`src/rtl/hazard_stall_ctrl.sv`:
```
// Pipeline hazard / stall controller.
// Drives the write enables, bubbles and flushes of the four pipeline
// registers from three sources: data-memory wait (highest priority),
// taken-branch flush, and load-use stall (lowest priority).
// Also keeps a sticky memory-timeout flag and a saturating counter of
// cycles in which the PC was held.
//
// Memory handshake: mem_req is held high by the MEM stage for as long as
// it owns a load or store. The access completes in the first cycle where
// mem_req && mem_ready are both high. Any cycle with mem_req && !mem_ready
// freezes the front of the pipeline and pushes a bubble into MEM/WB.
module hazard_stall_ctrl #(
  parameter int LOAD_LAT    = 1,
  parameter int MEM_TIMEOUT = 255,
  parameter int CNT_W       = 32
) (
  input  logic             clock,
  input  logic             reset,
  input  logic [4:0]       id_rn,
  input  logic [4:0]       id_rm,
  input  logic             id_uses_rm,
  input  logic             ex_memread,
  input  logic [4:0]       ex_rd,
  input  logic             branch_taken,
  input  logic             mem_req,
  input  logic             mem_ready,
  output logic             pc_wren,
  output logic             if_id_wren,
  output logic             id_ex_wren,
  output logic             ex_mem_wren,
  output logic             mem_wb_wren,
  output logic             if_id_flush,
  output logic             id_ex_bubble,
  output logic             ex_mem_flush,
  output logic             mem_wb_bubble,
  output logic             mem_error,
  output logic [CNT_W-1:0] stall_cycles
);

  typedef enum logic [1:0] {
    RUN     = 2'd0,
    LDSTALL = 2'd1,
    MEMWAIT = 2'd2
  } state_t;

  localparam logic [3:0] LD_INIT = 4'(LOAD_LAT - 1);
  localparam logic [7:0] TIMEOUT = 8'(MEM_TIMEOUT);

  state_t     state;
  logic       resume_ld;   // the wait interrupted a load stall
  logic [3:0] ld_cnt;      // remaining load-stall cycles after this one
  logic [7:0] mem_cnt;     // consecutive wait cycles seen so far

  logic hazard_ld;
  logic wait_hold;
  logic do_flush;
  logic do_stall;

  // Hazard detection and per-cycle action selection in priority order.
  always_comb begin
    hazard_ld = ex_memread && (ex_rd != 5'd31) &&
                ((ex_rd == id_rn) || (id_uses_rm && (ex_rd == id_rm)));
    // In MEMWAIT the freeze lasts until ready; elsewhere it starts on a stalled request.
    wait_hold = (state == MEMWAIT) ? !mem_ready : (mem_req && !mem_ready);
    do_flush  = branch_taken && !wait_hold;
    do_stall  = !wait_hold && !branch_taken &&
                ((state == LDSTALL) || ((state == RUN) && hazard_ld));
  end

  // Pipeline-register control outputs; defaults whenever reset is high.
  always_comb begin
    pc_wren       = 1'b1;
    if_id_wren    = 1'b1;
    id_ex_wren    = 1'b1;
    ex_mem_wren   = 1'b1;
    mem_wb_wren   = 1'b1;
    if_id_flush   = 1'b0;
    id_ex_bubble  = 1'b0;
    ex_mem_flush  = 1'b0;
    mem_wb_bubble = 1'b0;
    if (!reset) begin
      if (wait_hold) begin
        pc_wren       = 1'b0;
        if_id_wren    = 1'b0;
        id_ex_wren    = 1'b0;
        ex_mem_wren   = 1'b0;
        mem_wb_bubble = 1'b1;
      end else if (do_flush) begin
        if_id_flush  = 1'b1;
        id_ex_bubble = 1'b1;
        ex_mem_flush = 1'b1;
      end else if (do_stall) begin
        pc_wren      = 1'b0;
        if_id_wren   = 1'b0;
        id_ex_bubble = 1'b1;
      end
    end
  end

  // Control FSM, timeout tracking and stall-cycle counter.
  always_ff @(posedge clock) begin
    if (reset) begin
      state        <= RUN;
      resume_ld    <= 1'b0;
      ld_cnt       <= 4'd0;
      mem_cnt      <= 8'd0;
      mem_error    <= 1'b0;
      stall_cycles <= '0;
    end else begin
      if (!pc_wren && (stall_cycles != '1))
        stall_cycles <= stall_cycles + CNT_W'(1);
      case (state)
        RUN, LDSTALL: begin
          if (mem_req && !mem_ready) begin
            // ld_cnt is left untouched so an interrupted load stall resumes.
            state     <= MEMWAIT;
            mem_cnt   <= 8'd1;
            resume_ld <= (state == LDSTALL);
          end else if (branch_taken) begin
            state  <= RUN;
            ld_cnt <= 4'd0;
          end else if (state == LDSTALL) begin
            if (ld_cnt == 4'd1)
              state <= RUN;
            ld_cnt <= ld_cnt - 4'd1;
          end else if (hazard_ld && (LOAD_LAT > 1)) begin
            state  <= LDSTALL;
            ld_cnt <= LD_INIT;
          end
        end
        MEMWAIT: begin
          if (mem_ready) begin
            if (branch_taken) begin
              state  <= RUN;
              ld_cnt <= 4'd0;
            end else begin
              state <= resume_ld ? LDSTALL : RUN;
            end
          end else if (mem_cnt == TIMEOUT) begin
            // Abort the stuck access; the bubble issued this cycle drops it.
            mem_error <= 1'b1;
            state     <= RUN;
            ld_cnt    <= 4'd0;
          end else begin
            mem_cnt <= mem_cnt + 8'd1;
          end
        end
        default: state <= RUN;
      endcase
    end
  end

endmodule

```
`config.mk`:
```
export PLATFORM = sky130hd
export DESIGN_NAME = hazard_stall_ctrl
export DESIGN_NICKNAME = d
export VERILOG_FILES = /design/src/rtl/hazard_stall_ctrl.sv
export SDC_FILE = /design/constraint.sdc
export NUM_CORES = 1
export LEC_CHECK = 0
export ABC_AREA = 1
export CORE_MARGIN = 4
export CORE_UTILIZATION = 45
export DETAILED_ROUTE_END_ITERATION = 10
export GPL_TIMING_DRIVEN = 0
export HOLD_SLACK_MARGIN = 0.1
export PLACE_DENSITY_LB_ADDON = 0.2
export SLEW_MARGIN = 40
export SYNTH_ARGS = -nofsm -noshare
export SYNTH_HDL_FRONTEND = slang
export SYNTH_SLANG_ARGS = --single-unit
```
`constraint.sdc`:
```
create_clock -name clock -period 4.22 [get_ports clock]
set_input_delay 0.844 -clock clock [delete_from_list [all_inputs] [get_ports clock]]
set_output_delay 0.844 -clock clock [all_outputs]
set_load 0.02 [all_outputs]
```
; ---- Word-level counts from Yosys, hierarchy flattened
; Index checks and enable logic that the tools add are counted.
[word_totals]
in_bits = 22
wordCells = 86
register_bits = 48
output_inout_bits = 42
[op_classes]
addsub = 3
reduce_logical = 23
muxes = 36
n_eq_ne = 17
bitwise_logic = 1
[ops]
columns = op, count
row1 = $add A32 B1 Y32 const B, 1
row2 = $ne A32 B32 Y1 const B, 1
row3 = $mux W4, 6
row4 = $mux W8, 3
row5 = $mux W1, 18
row6 = $pmux W8 S2, 1
row7 = $mux W2, 6
row8 = $eq A5 B5 Y1, 2
row9 = $logic_and A1 B1 Y1, 9
row10 = $add A8 B1 Y8 const B, 1
row11 = $eq A8 B8 Y1 const B, 1
row12 = $ne A2 B2 Y1 const B, 4
row13 = $ne A4 B4 Y1 const B, 2
row14 = $pmux W4 S2, 1
row15 = $ne A3 B3 Y1 const B, 2
row16 = $reduce_and A3 Y1, 2
row17 = $ne A5 B5 Y1 const B, 1
row18 = $reduce_and A5 Y1, 1
row19 = $eq A4 B1 Y1 const B, 1
row20 = $logic_not A1 Y1, 4
row21 = $pmux W2 S2, 1
row22 = $reduce_and A4 Y1, 1
row23 = $sub A4 B1 Y4 const B, 1
row24 = $ne A3 B2 Y1 const B, 1
row25 = 8 further kinds, 9

; ---- Longest topological paths before layout
; Gate-level depths: netlist (run 1).
[logic_depth]
ltp_word = 13
depth_mapped = 14
depth_no_buf = 13

; ---- Worst setup path after synthesis (run 1)
; OpenSTA, ideal clock, no wires.
[synth_path]
path_kind = input -> output
start = in mem_req
end = out pc_wren
path_buffers = 2
setup_slack_ps = 1162
t_required_ps = 3376
cell_stages = 9
t_arrival_ps = 2214
cell_sequence = inv_1 > nor2_1 > nor2_1 > nor2_2 > inv_1 > nand2_2 > buf_2 > inv_1 > buf_4
[synth_between]
elab_chain_len = 9
word_cells_on_any_way = 10
cone_classes = 5 x mux / 5 x reduce/logical
[synth_rtl]
columns = element, line
row1 = from (decl), 25  ; input logic mem_req,
row2 = $logic_and A1 B1 Y1 (*), 64  ; wait_hold = (state == MEMWAIT) ? !mem_ready : (mem_req && !mem_ready);
row3 = $mux W1 (*), 64
row4 = $logic_not A1 Y1, "65, 66"
row5 = $logic_and A1 B1 Y1 (2 in a row), 66  ; do_stall = !wait_hold && !branch_taken &&
row6 = $mux W1 (2 in a row), n/a
row7 = $mux W1 (*) (2 in a row), n/a
row8 = to (decl), 27  ; output logic pc_wren,
; Mark *: on every way between the ends. The rest lies on a longest branch, timed or not.

; ---- Final worst setup path (run 1)
[layout_path]
start = in ex_rd[3]
end = out pc_wren
[layout_between]
elab_chain_len = 11
word_cells_on_any_way = 14
cone_classes = 3 x eq/ne / 4 x mux / 7 x reduce/logical
[layout_rtl]
columns = element, line
row1 = from (decl), 23  ; input logic [4:0] ex_rd,
row2 = $eq A5 B5 Y1, 62  ; ((ex_rd == id_rn) || (id_uses_rm && (ex_rd == id_rm)));
row3 = $logic_and A1 B1 Y1, 62
row4 = $logic_or A1 B1 Y1, 62
row5 = $logic_and A1 B1 Y1 (*), 61  ; hazard_ld = ex_memread && (ex_rd != 5'd31) &&
row6 = $logic_and A1 B1 Y1 (*), 67  ; ((state == LDSTALL) || ((state == RUN) && hazard_ld));
row7 = $logic_or A1 B1 Y1 (*), 67
row8 = $logic_and A1 B1 Y1 (*), 66
row9 = $mux W1 (*), 92  ; end else if (do_stall) begin
row10 = $mux W1 (*), 88  ; end else if (do_flush) begin
row11 = $mux W1 (*), 82  ; if (wait_hold) begin
row12 = $mux W1 (*), 81  ; if (!reset) begin
; Marks and branches as above.

==> flow_summary.yaml, run 1 <==
logic_synthesis:
  synthTopCellsByArea: "dfxtp_1, nand2_1, nand3_1, nor2_1, a21oi_1"
  synth_top_family_by_area: "simple AND/OR/NAND/NOR gates"
  ys_seq_area_frac: 0.312
  synth_largest_area_cell: "dfxtp_1"
  yosys.area.top_type_share: 0.312
  synth-compound-area-share: 0.0955
  synthesis.nets: 508
  ys_warn_count: 0
  synth_mux_area_frac: 0
  syn_area_um2: 3080
  synthXorXnorAreaFrac: 0.0825
  avgSynthCellArea_um2: 6.39
  synth-seq-cells: 48
  yosysUniqueCellTypes: 36
  synthCells: 482
  synth-simple-area-share: 0.395
  synth_fa_ha_area_frac: 0.0163
sta:
  fin_skew_ns: 0.00529
  setup-violations-final: 0
  relSlewSlack: 0.610
  finalCriticalPeriod_ns: 3.98
  final_max_slew_viol_count: 0
  rsz0062_at_grt: "no"
  max_freq_ghz: 0.251
  tns_ns: 0
  finalCritPeriodShare: 0.942
  worstMarginPinSlew_ns: 0.581
  finalHoldViolations: 0
drt:
  ant_nets: 0
  drc: 0
  wl_um: 8020
  routed_via_density: 5.12
  first_iter_violations: 176
  vias: 3219
  drt-pass1-iter-count: 4
  routedWlPerCell_um: 12.7
placed_design:
  placed_area_um2: 3800
  port_buffers: 62
  hpwlAfterDp_um: 6440
  routabilityCongestion: 0.904
critical_path:
  cp_max_fo: 10
  r2r_end: "stall_cycles[14]$_SDFFE_PP0P_"
  arrival_ns: 3.13
  crit_path_end_kind: "output pin"
  r2r_start: "stall_cycles[0]$_SDFFE_PP0P_"
  r2r_cells: 9
  path_class: "primary input to output pin"
  required_ns: 3.38
  rrSetupSlack_ns: 2.14
  start_kind: "primary input"
finish:
  insertedDiodeCount: 0
  area_delta_synth_final_pct: 28.4
  drive_gt1_frac: 0.0580
  fin_area_um2: 3960
  nNetsFinal: 577
clock_tree:
  cts_resized: 0
  cts-hold-fix-buffers: 0
  clk_pin_slew_worst_paths_ns: 0.09
  htree_levels: 2
  cts_made_buffers: 5
  cts_setup_buffers: 0
  ctsLongestPathBuffers: 2
  cts_sinks: 48
  cts_tree: "built"
  insertion_delay_ns: 0.30
  cts-root-buf: "clkbuf_8"
die:
  ios: 64
  core_um2: 6490
  die_y_um: 90.7
  initial_core_util: 0.474
  die_area_um2: 8230
  die_x_um: 90.7
  rows: 29
job:
  maxCapViolations: 0
global_route:
  antenna_found_initial: 0
  grt_overflow: 0
  grt_first_pass_wirelength_um: 13800
  grt_max_degree: 16
  grt_usage: 0.198
  grt_pass1_vias: 3013
worst_hold_path:
  whs_path_depth: 2
  min_from: "resume_ld$_SDFFE_PP0P_"
  hold_end: "resume_ld$_SDFFE_PP0P_"
  hp-class: "flip-flop to flip-flop"
power_and_ir_drop:
  p_clk_frac: 0.439
  p_comb_frac: 0.118
  sequentialPowerShare: 0.442
  p_per_area_nw_per_um2: 265
  power_switching_mw: 0.239
  peakVddDrop_mv: 0.183
  internal-power_mw: 0.810
  sw_frac_of_total: 0.228
  power_leakage_nw: 1.53
status:
  status: "finished, final reports clean"
worst max-delay path, stage by stage:
cell and delay [ns]:
clkdlybuf4s50_1 0.53, inv_1 0.07, nand2_1 0.06, nand2_1 0.05, nor2_1 0.10, nand3_1 0.09
nand2_1 0.07, nand2_1 0.05, nand2_1 0.07, nand2_1 0.06, nand2_2 0.15, buf_2 0.25
inv_1 0.07, buf_4 0.13, clkdlybuf4s50_1 0.52
worst max path at each step:
stage | depth (start not counted) | from | to | slack [ns]
after floorplan | 9 | mem_req | pc_wren | 1.16
after global placement | 15 | ex_rd[3] | pc_wren | 0.27
after detailed placement | 15 | ex_rd[3] | pc_wren | 0.25
after CTS | 15 | ex_rd[3] | pc_wren | 0.25
after global routing | 15 | ex_rd[1] | pc_wren | 0.02
final | 15 | ex_rd[3] | pc_wren | 0.24
metal layers:
layer,vias up,track usage,wire length [um]
met4,0,0.0344,56
li1,1678,-,-
met2,76,0.317,3530
met5,-,0,0
met1,1460,0.276,3930
met3,5,0.0442,503
cell usage in the layout, fill, tap and decap left out, types with 7 or more instances in the layout:
master	instances
nand2_1	139
clkdlybuf4s50_1	62
nor2_1	55
inv_1	51
dfxtp_1	48
nand3_1	46
a21oi_1	41
xor2_1	20
nor3_1	15
xnor2_1	9
clkbuf_1	7
through the flow:
stage           util  hold WS (ns)  setup slack (ns)  power [mW]  cells
2_1_floorplan      -         0.429              1.16       0.548    482
3_3_place_gp   0.584         0.455             0.267       0.595    621
3_5_place_dp   0.584         0.455             0.249       0.598    621
4_1_cts        0.609         0.477             0.251        1.05    629
5_1_grt        0.609         0.517            0.0237        1.09    629
6_report       0.609         0.479             0.244        1.05    629
sequential cells by signal (all words and copies together), names as in the netlist:
name          flops
stall_cycles     32
mem_cnt           8
ld_cnt            4
state             2
mem_error         1
resume_ld         1
synthesized netlist by cell type:
| cell | n |
|---|---|
| a211oi_1 | 1 |
| a21o_1 | 1 |
| a21oi_1 | 41 |
| a22oi_1 | 1 |
| a31oi_1 | 1 |
| buf_2 | 3 |
| buf_4 | 4 |
| buf_6 | 3 |
| clkbuf_1 | 7 |
| conb_1 | 1 |
| dfxtp_1 | 48 |
| ha_1 | 4 |
| inv_1 | 51 |
| inv_2 | 1 |
| nand2_1 | 139 |
| nand2_2 | 3 |
| nand2_4 | 1 |
| nand3_1 | 46 |
| nand4_1 | 4 |
| nand4_4 | 1 |
| nor2_1 | 55 |
| nor2_2 | 2 |
| nor2_4 | 2 |
| nor3_1 | 15 |
| nor3_2 | 3 |
| nor3b_1 | 3 |
| nor4_1 | 1 |
| nor4_2 | 1 |
| o211ai_1 | 1 |
| o21a_1 | 1 |
| o21ai_0 | 5 |
| o21ai_1 | 1 |
| o21bai_1 | 1 |
| o31ai_1 | 1 |
| xnor2_1 | 9 |
| xor2_1 | 20 |
power groups by stage:
stage               Clock [mW]  Combinational, mW  Sequential (mW)
floorplan                    0             0.0730            0.475
global placement             0              0.120            0.475
detailed placement           0              0.123            0.475
CTS                      0.466              0.124            0.464
global route             0.485              0.138            0.466
finish                   0.461              0.124            0.464
cell families (layout without fill, tap and decap cells):
family                   count (synthesis)  count (layout)
buffers and inverters                   69             139
other                                    1               1
flip-flops                              48              48
adder cells (fa/ha/maj)                  4               4
AND/OR/NAND/NOR                        276             276
AO/OA/AOI/OAI                           55              55
XOR/XNOR                                29              29
layout make-up:
class | count | area (um2)
fill | 657 | 2540
multi-input combinational | 365 | 1820
sequential | 48 | 961
timing repair buffer | 62 | 621
inverter | 52 | 195
buffer | 17 | 105
tap | 77 | 96.3
clock inverter | 3 | 90.1
clock buffer | 5 | 68.8
Note: power is estimated with default switching activity, not from simulation.
==> inputs of run 2 (changes only) <==
--- a/config.mk
+++ b/config.mk
@@ -7,7 +7,7 @@
 export LEC_CHECK = 0
 export ABC_AREA = 1
 export CORE_MARGIN = 4
-export CORE_UTILIZATION = 45
+export CORE_UTILIZATION = 50
 export DETAILED_ROUTE_END_ITERATION = 10
 export GPL_TIMING_DRIVEN = 0
 export HOLD_SLACK_MARGIN = 0.1
==> run 2 against run 1 <==
  * Critical path depth stayed put
  * Setup slack worse by 0.029 ns
  * First-iteration DRC count decreased by 8.0%
  * Register-to-register slack worse by 0.05 ns
  * Sequential share of layout area rose by 0.28 points
  * Clock skew up 0.0030 ns
  * Die area is 9.1% lower
  * Non-clock buffer count unchanged
  * Core utilization increased by 4.8 points
  * Design area decreased by 1.1%
  * Critical path type unchanged
  * Critical endpoint unchanged
  * Largest power group unchanged
  * Highest routed layer unchanged
==> flow_summary.yaml, run 2 (same netlist as run 1, synthesis figures left out) <==
sta:
  max_freq_ghz: 0.250
  fin_skew_ns: 0.00831
  final_max_slew_viol_count: 0
  finalCritPeriodShare: 0.949
  relSlewSlack: 0.634
  rsz0062_at_grt: "no"
  setup-violations-final: 0
  worstMarginPinSlew_ns: 0.545
  tns_ns: 0
  holdWs_ns: 0.482
  finalCriticalPeriod_ns: 4.01
  finalHoldViolations: 0
critical_path:
  required_ns: 3.38
  crit_path_end_kind: "output pin"
  cp_max_fo: 10
  arrival_ns: 3.16
  path_class: "primary input to output pin"
  start_kind: "primary input"
power_and_ir_drop:
  power_leakage_nw: 1.51
  p_per_area_nw_per_um2: 238
  peakVddDrop_mv: 0.153
clock_tree:
  htree_levels: 2
  cts-root-buf: "clkbuf_8"
  ctsLongestPathBuffers: 2
  cts_made_buffers: 5
  cts_setup_buffers: 0
  cts_sinks: 48
  cts-hold-fix-buffers: 0
  clk_pin_slew_worst_paths_ns: 0.09
  insertion_delay_ns: 0.30
  cts_resized: 0
  cts_tree: "built"
global_route:
  grt_overflow: 0
  grt_pass1_vias: 2954
  grt_max_degree: 17
  antenna_found_initial: 0
  grt_usage: 0.219
  grt_first_pass_wirelength_um: 13400
finish:
  area_delta_synth_final_pct: 27.0
  largest_reg_flops: 32
  nNetsFinal: 577
  insertedDiodeCount: 0
  layout_commonest_cell: "nand2_1"
  finalNonFillerCells: 627
  drive_gt1_frac: 0.0580
  regMostFlops: "stall_cycles"
  fillers: 595
  reg.largest.list: "stall_cycles: 32 flops, mem_cnt: 8 flops, ld_cnt: 4 flops"
  layout_common_cells: "nand2_1, clkdlybuf4s50_1, nor2_1, inv_1, dfxtp_1"
die:
  core_um2: 5960
  die_area_um2: 7480
  ios: 64
  die_x_um: 86.5
  die_y_um: 86.5
  initial_core_util: 0.517
  rows: 28
drt:
  drc: 0
  ant_nets: 0
  first_iter_violations: 162
  vias: 3218
  routedWlPerCell_um: 12.7
  drt-pass1-iter-count: 4
  routed_via_density: 5.13
  wl_um: 7990
worst_hold_path:
  hp-class: "flip-flop to flip-flop"
placed_design:
  dp_cells: 619
  port_buffers: 62
  hpwlAfterDp_um: 6450
  routabilityCongestion: 0.978
job:
  maxCapViolations: 0
status:
  status: "finished, final reports clean"
[run 2: changes by cell type in the layout (fill, tap and decap cells not counted)]
cell       change
clkinv_4       +2
bufinv_16      -2
[run 2: critical path, stage by stage]
cell and delay [ns]:
clkdlybuf4s50_1 0.53, inv_1 0.07, nand2_1 0.06, nand2_1 0.05
nor2_1 0.13, nand3_1 0.10, nand2_1 0.06, nand2_1 0.05
nand2_1 0.07, nand2_1 0.06, nand2_2 0.15, buf_2 0.24
inv_1 0.07, buf_4 0.13, clkdlybuf4s50_1 0.52
[run 2: layout make-up]
type | instances | area, um2 | area share
flip-flops and latches | 48 | 961 | 0.246
well taps | 75 | 93.8 | 0.0240
multi-input cells | 365 | 1820 | 0.465
repair buffers | 62 | 621 | 0.159
inverters | 52 | 195 | 0.0499
clock inverters | 3 | 47.5 | 0.0122
clock buffers | 5 | 68.8 | 0.0176
plain buffers | 17 | 105 | 0.0269
[run 2: path summary, 6_finish.rpt]
kind	start	endpoint	slack (ns)	cells past startpoint
worst min-delay path	mem_error$_SDFFE_PP0P_	mem_error$_SDFFE_PP0P_	0.48	2
worst max-delay path	ex_rd[3]	pc_wren	0.21	15
worst max register to register	stall_cycles[0]$_SDFFE_PP0P_	stall_cycles[31]$_SDFFE_PP0P_	2.09	9
worst min register to register	mem_error$_SDFFE_PP0P_	mem_error$_SDFFE_PP0P_	0.48	2
[run 2: report_power, final]
| part | total, mW | internal (mW) | switching (mW) |
|---|---|---|---|
| registers | 0.464 | 0.459 | 0.00489 |
| clock network | 0.341 | 0.179 | 0.163 |
| logic | 0.123 | 0.0538 | 0.0691 |
| total | 0.929 | 0.692 | 0.237 |
[run 2: metal layers]
metal  vias up  share of wire  global-route usage
li1       1672              -                   -
met1      1456           0.48               0.313
met2        84           0.45               0.353
met3         6          0.058              0.0314
met4         0         0.0069              0.0439
met5         -              0                   0
[run 2: per-stage QoR]
step / util / area [um2] / power [mW] / setup WS (ns)
2_1_floorplan: - / 3080 / 0.548 / 1.16
3_3_place_gp: 0.637 / 3790 / 0.594 / 0.261
3_5_place_dp: 0.637 / 3790 / 0.598 / 0.205
4_1_cts: 0.657 / 3910 / 0.939 / 0.204
5_1_grt: 0.657 / 3910 / 0.973 / 0.0101
6_report: 0.657 / 3910 / 0.929 / 0.214
